`src/rtl/fetch_unit.sv`:
```
// rtl/fetch_unit.sv - instruction fetch stage with one-entry skid buffer
// Streams 64-bit bundles to decode, absorbing decode stalls and redirects.
module fetch_unit #(
  parameter int          ADDR_W   = 15,
  parameter logic [31:0] RESET_PC = 32'h0
) (
  input  logic              clk,
  input  logic              rst,
  input  logic              interlock,
  input  logic              branch_flag,
  input  logic [31:0]       branch_pc,
  output logic              imem_en,
  output logic [ADDR_W-1:0] imem_addr,
  input  logic [63:0]       imem_rdata,
  output logic [31:0]       pc,
  output logic [63:0]       inst
);

  localparam logic [5:0]  NOP_OP     = 6'h3F;
  localparam logic [63:0] NOP_BUNDLE = {NOP_OP, 26'b0, NOP_OP, 26'b0};

  // STREAM: a read is in flight; HELD: the skid buffer owns the next bundle.
  typedef enum logic [1:0] {
    S_EMPTY  = 2'd0,
    S_STREAM = 2'd1,
    S_HELD   = 2'd2
  } state_e;

  state_e      state_q, state_d;
  logic [31:0] fpc_q, fpc_d;
  logic [31:0] req_pc_q, req_pc_d;
  logic [31:0] skid_pc_q, skid_pc_d;
  logic [63:0] skid_inst_q, skid_inst_d;
  logic [31:0] pc_q, pc_d;
  logic [63:0] inst_q, inst_d;
  logic        fetch_req;

  always_ff @(posedge clk or posedge rst) begin
    if (rst) begin
      state_q     <= S_EMPTY;
      fpc_q       <= RESET_PC;
      req_pc_q    <= 32'h0;
      skid_pc_q   <= 32'h0;
      skid_inst_q <= NOP_BUNDLE;
      pc_q        <= 32'h0;
      inst_q      <= NOP_BUNDLE;
    end else begin
      state_q     <= state_d;
      fpc_q       <= fpc_d;
      req_pc_q    <= req_pc_d;
      skid_pc_q   <= skid_pc_d;
      skid_inst_q <= skid_inst_d;
      pc_q        <= pc_d;
      inst_q      <= inst_d;
    end
  end

  always_comb begin
    state_d     = state_q;
    fpc_d       = fpc_q;
    req_pc_d    = req_pc_q;
    skid_pc_d   = skid_pc_q;
    skid_inst_d = skid_inst_q;
    pc_d        = pc_q;
    inst_d      = inst_q;
    fetch_req   = 1'b0;
    imem_addr   = fpc_q[ADDR_W-1:0];

    if (branch_flag) begin
      // Redirect wins over a stall; in-flight read and skid contents are dropped.
      fetch_req = 1'b1;
      imem_addr = branch_pc[ADDR_W-1:0];
      fpc_d     = branch_pc + 32'd1;
      req_pc_d  = branch_pc;
      state_d   = S_STREAM;
      pc_d      = 32'h0;
      inst_d    = NOP_BUNDLE;
    end else if (!interlock) begin
      fetch_req = 1'b1;
      fpc_d     = fpc_q + 32'd1;
      req_pc_d  = fpc_q;
      state_d   = S_STREAM;
      case (state_q)
        S_HELD: begin
          pc_d   = skid_pc_q;
          inst_d = skid_inst_q;
        end
        S_STREAM: begin
          pc_d   = req_pc_q;
          inst_d = imem_rdata;
        end
        default: begin
          pc_d   = 32'h0;
          inst_d = NOP_BUNDLE;
        end
      endcase
    end else if (state_q == S_STREAM) begin
      // Read data is only valid this cycle, so park it until decode frees up.
      skid_pc_d   = req_pc_q;
      skid_inst_d = imem_rdata;
      state_d     = S_HELD;
    end

    imem_en = fetch_req & ~rst;
  end

  assign pc   = pc_q;
  assign inst = inst_q;

endmodule

```
`config.mk`:
```
export PLATFORM = sky130hd
export DESIGN_NAME = fetch_unit
export DESIGN_NICKNAME = d
export VERILOG_FILES = /design/src/rtl/fetch_unit.sv
export SDC_FILE = /design/constraint.sdc
export NUM_CORES = 1
export LEC_CHECK = 0
export ABC_AREA = 1
export CAP_MARGIN = 5
export CORE_MARGIN = 4
export CORE_UTILIZATION = 48
export DETAILED_ROUTE_END_ITERATION = 8
export PLACE_DENSITY = 0.74
export SLEW_MARGIN = 20
export SYNTH_ARGS = -nofsm -noshare
export SYNTH_HDL_FRONTEND = slang
export SYNTH_SLANG_ARGS = --single-unit
```
`constraint.sdc`:
```
create_clock -name clk -period 9 [get_ports clk]
set_input_delay 1.8 -clock clk [delete_from_list [all_inputs] [get_ports clk]]
set_output_delay 1.8 -clock clk [all_outputs]
set_load 0.1 [all_outputs]
```
==> flow_metrics.env <==
export IMPL_status="finished, final reports clean"
export IMPL_cts_buffers=27
export IMPL_start_kind="input pin"
export IMPL_grt_pass1_vias=9897
export IMPL_wl_per_cell_um=16.74
export IMPL_synth_edff_count=0
export IMPL_insertedDiodeCount=0
export IMPL_clock_root_buffer="clkbuf_16"
export IMPL_layout_cells_most_common_list="nand2_1 (379), dfrtp_1 (234), clkdlybuf4s50_1 (211)"
export IMPL_cts_num_sinks=258
export IMPL_tritoncts="done"
export IMPL_power_sequential_fraction=0.423
export IMPL_irDropWorstVdd_mv=0.1770
export IMPL_place_hpwl_mm=20.33
export IMPL_place_gp_congestion=0.9010
export IMPL_power_clock_fraction=0.350
export IMPL_timing_critical_path_to_type="primary output"
export IMPL_post_cts_resized_instances=0
export IMPL_netSwitchingFraction=0.3221
export IMPL_route_detailed_vias_per_inst=5.333
export IMPL_vias=10020
export IMPL_final_hold_violation_count=0
export IMPL_synth_cell_area_sq_um=11980
export IMPL_regToRegSetupSlack_ns=6.21
export IMPL_post_place_cells=1827
export IMPL_timing_worst_setup_path_type="in2out"
export IMPL_wire_length_of_the_first_global_routing_pass_mm=51.85
export IMPL_critical_path_peak_fanout=37
export IMPL_drc_errors=0
export IMPL_final_min_period_over_clock_period=0.6687
export IMPL_detail_route_first_pass_iterations=7
export IMPL_fp_dieArea_sq_um=27540
export IMPL_setup_tns_final_ns=0
export IMPL_die_height_um=166.0
export IMPL_grt_max_degree=143
export IMPL_grt_antenna_before_repair=1
export IMPL_cts_post_setup_buffers_inserted=0
export IMPL_clk_pin_slew_worst_paths_ns=0.06
export IMPL_power_density_nw_per_um2=217.2
export IMPL_worst_hold_path_type="reg2reg"
export IMPL_buffer_ports_inserted=211
export IMPL_fin_cells=1879
export IMPL_layout_cells_most_common="nand2_1"
export IMPL_num_fill_cells=2075
export IMPL_syn_nets=1478
export IMPL_detail_route_wirelength_mm=31.45
export IMPL_die_w_um=166.0
export IMPL_setup_violations=0
export IMPL_floorplan_io_pins=212
export IMPL_worst_ep_arrival_time_ns=4.22
export IMPL_p_switching_mw=1.054
export IMPL_worst_pin_slew_ns=1.053
export IMPL_row_count=57
export IMPL_avgSynthCellArea_sq_um=8.709
export IMPL_ys_warn_count=0
export IMPL_internal_power_mw=2.219
export IMPL_syn2layout_area_growth_pct=25.83
export IMPL_layout_min_cycle_time_ns=6.018
export IMPL_max_slew_margin_rel=0.2960
export IMPL_max_freq_ghz=0.1662
export IMPL_final_net_count=1637
export IMPL_post_route_cells_drive_above_1_share=0.09453
export IMPL_place_worst_setup_slack_ns=2.997
export IMPL_cts_max_level=1
export IMPL_detail_route_iter0_violations=974
export IMPL_synth_main_ff_cell="dfrtp_1"
export IMPL_yosys_cell_types_count=32
export IMPL_cap_viol_max_count=0
export IMPL_globalRouteOverflowTotal=0
export IMPL_post_synthesis_async_set_or_reset_flop_share=1.000
export IMPL_comb_pwr_share=0.228
export IMPL_yosysSeqAreaShare=0.5416
export IMPL_core_region_area_sq_um=24460
export IMPL_clk_latency_ns=0.53
export IMPL_timing_max_transition_violations_final=0
export IMPL_grt_usage=0.2228
export IMPL_synth_ff_latch_count=258
export IMPL_static_leakage_power_nw=6.898
export IMPL_initial_utilization=0.4895
export IMPL_worst_ep_required_time_ns=7.20
export IMPL_fin_worst_skew_ns=0.01545
export IMPL_route_antenna_remaining_nets=0
export IMPL_cts_hold_buffers_added=0
export IMPL_synthesized_instance_count=1375
export IMPL_clock_path_buffers=3
export IMPL_rsz_0062_raised_after_global_routing="no"
export IMPL_finalWorstSetupSlack_ns=2.982
sequential cells by signal, summed over array words and instances, names as in the netlist:
register / flops
skid_inst_q: 64
inst: 64
skid_pc_q: 32
state_q: 2
req_pc_q: 32
pc: 32
fpc_q: 32
per-layer routing:
layer | part of all wire | GRT usage | routed length, um
met5 | 0.00022 | 0 | 7
met4 | 0.019 | 0.05416 | 604
met3 | 0.065 | 0.04356 | 2051
met2 | 0.46 | 0.3487 | 14450
met1 | 0.46 | 0.3233 | 14340
power by group through the flow:
stage / Combinational (mW) / Sequential (mW) / Clock [mW]
2_1_floorplan: 0.362 / 1.58 / 0
3_3_place_gp: 0.727 / 1.40 / 0
3_5_place_dp: 0.741 / 1.40 / 0
4_1_cts: 0.747 / 1.38 / 1.17
5_1_grt: 0.809 / 1.40 / 1.22
6_report: 0.745 / 1.38 / 1.15
cell usage after synthesis (15+ instances only):
cell type	n	area [sq um]
clkbuf_1	36	135.1
buf_4	15	112.6
dfrtp_1	234	5856
o22ai_1	32	200.2
buf_2	27	135.1
nand3_1	43	215.2
nand2_2	30	187.7
a21oi_1	29	145.1
nand2_1	379	1423
inv_1	136	510.5
a22o_1	84	735.7
nor2_1	69	259.0
dfstp_2	24	630.6
o21ai_0	153	765.7
worst max-delay path: stages:
cell             delay, ns
clkdlybuf4s50_1       0.39
buf_4                 0.26
inv_6                 0.31
nand2_1               0.09
nand2_1               0.17
clkdlybuf4s50_1       1.18
kinds of logic after synthesis:
| group | count (synthesis) | synth area share |
|---|---|---|
| and+or+nand+nor | 550 | 0.1960 |
| DFF | 258 | 0.5416 |
| adders and majority gates | 3 | 0.003135 |
| buffers and inverters | 237 | 0.08766 |
| AOI/OAI and AO/OA | 327 | 0.1716 |
layout make-up:
| cell class | instances | area, sq um | share of cell area |
|---|---|---|---|
| Sequential cell | 258 | 6486 | 0.4305 |
| Timing Repair Buffer | 224 | 2250 | 0.1493 |
| Multi-Input combinational cell | 880 | 4447 | 0.2951 |
| Clock buffer | 40 | 824.5 | 0.05472 |
| Tap cell | 324 | 405.4 | 0.02690 |
| Clock inverter | 10 | 106.4 | 0.007058 |
| Inverter | 143 | 549.3 | 0.03645 |
worst paths after layout:
check,from,end,cells after the start
max in group asynchronous,rst,inst[0],4
min in group asynchronous,rst,pc[0],2
worst max-delay path,branch_flag,imem_addr[2],6
worst max register to register,state_q[1],skid_pc_q[1],7
worst min register to register,skid_inst_q[31],skid_inst_q[31],2
worst min-delay path,skid_inst_q[31],skid_inst_q[31],2
through the flow:
stage / instance area, sq um / total power, mW / hold WS (ns) / utilization
after floorplan: 11980 / 1.942 / 0.4436 / -
after global placement: 14080 / 2.123 / 0.4510 / 0.5757
after detailed placement: 14080 / 2.143 / 0.4549 / 0.5757
after CTS: 15010 / 3.295 / 0.4633 / 0.6137
after global routing: 15070 / 3.424 / 0.4801 / 0.6160
final: 15070 / 3.273 / 0.4650 / 0.6160
Note: power is estimated with default switching activity, not from simulation.
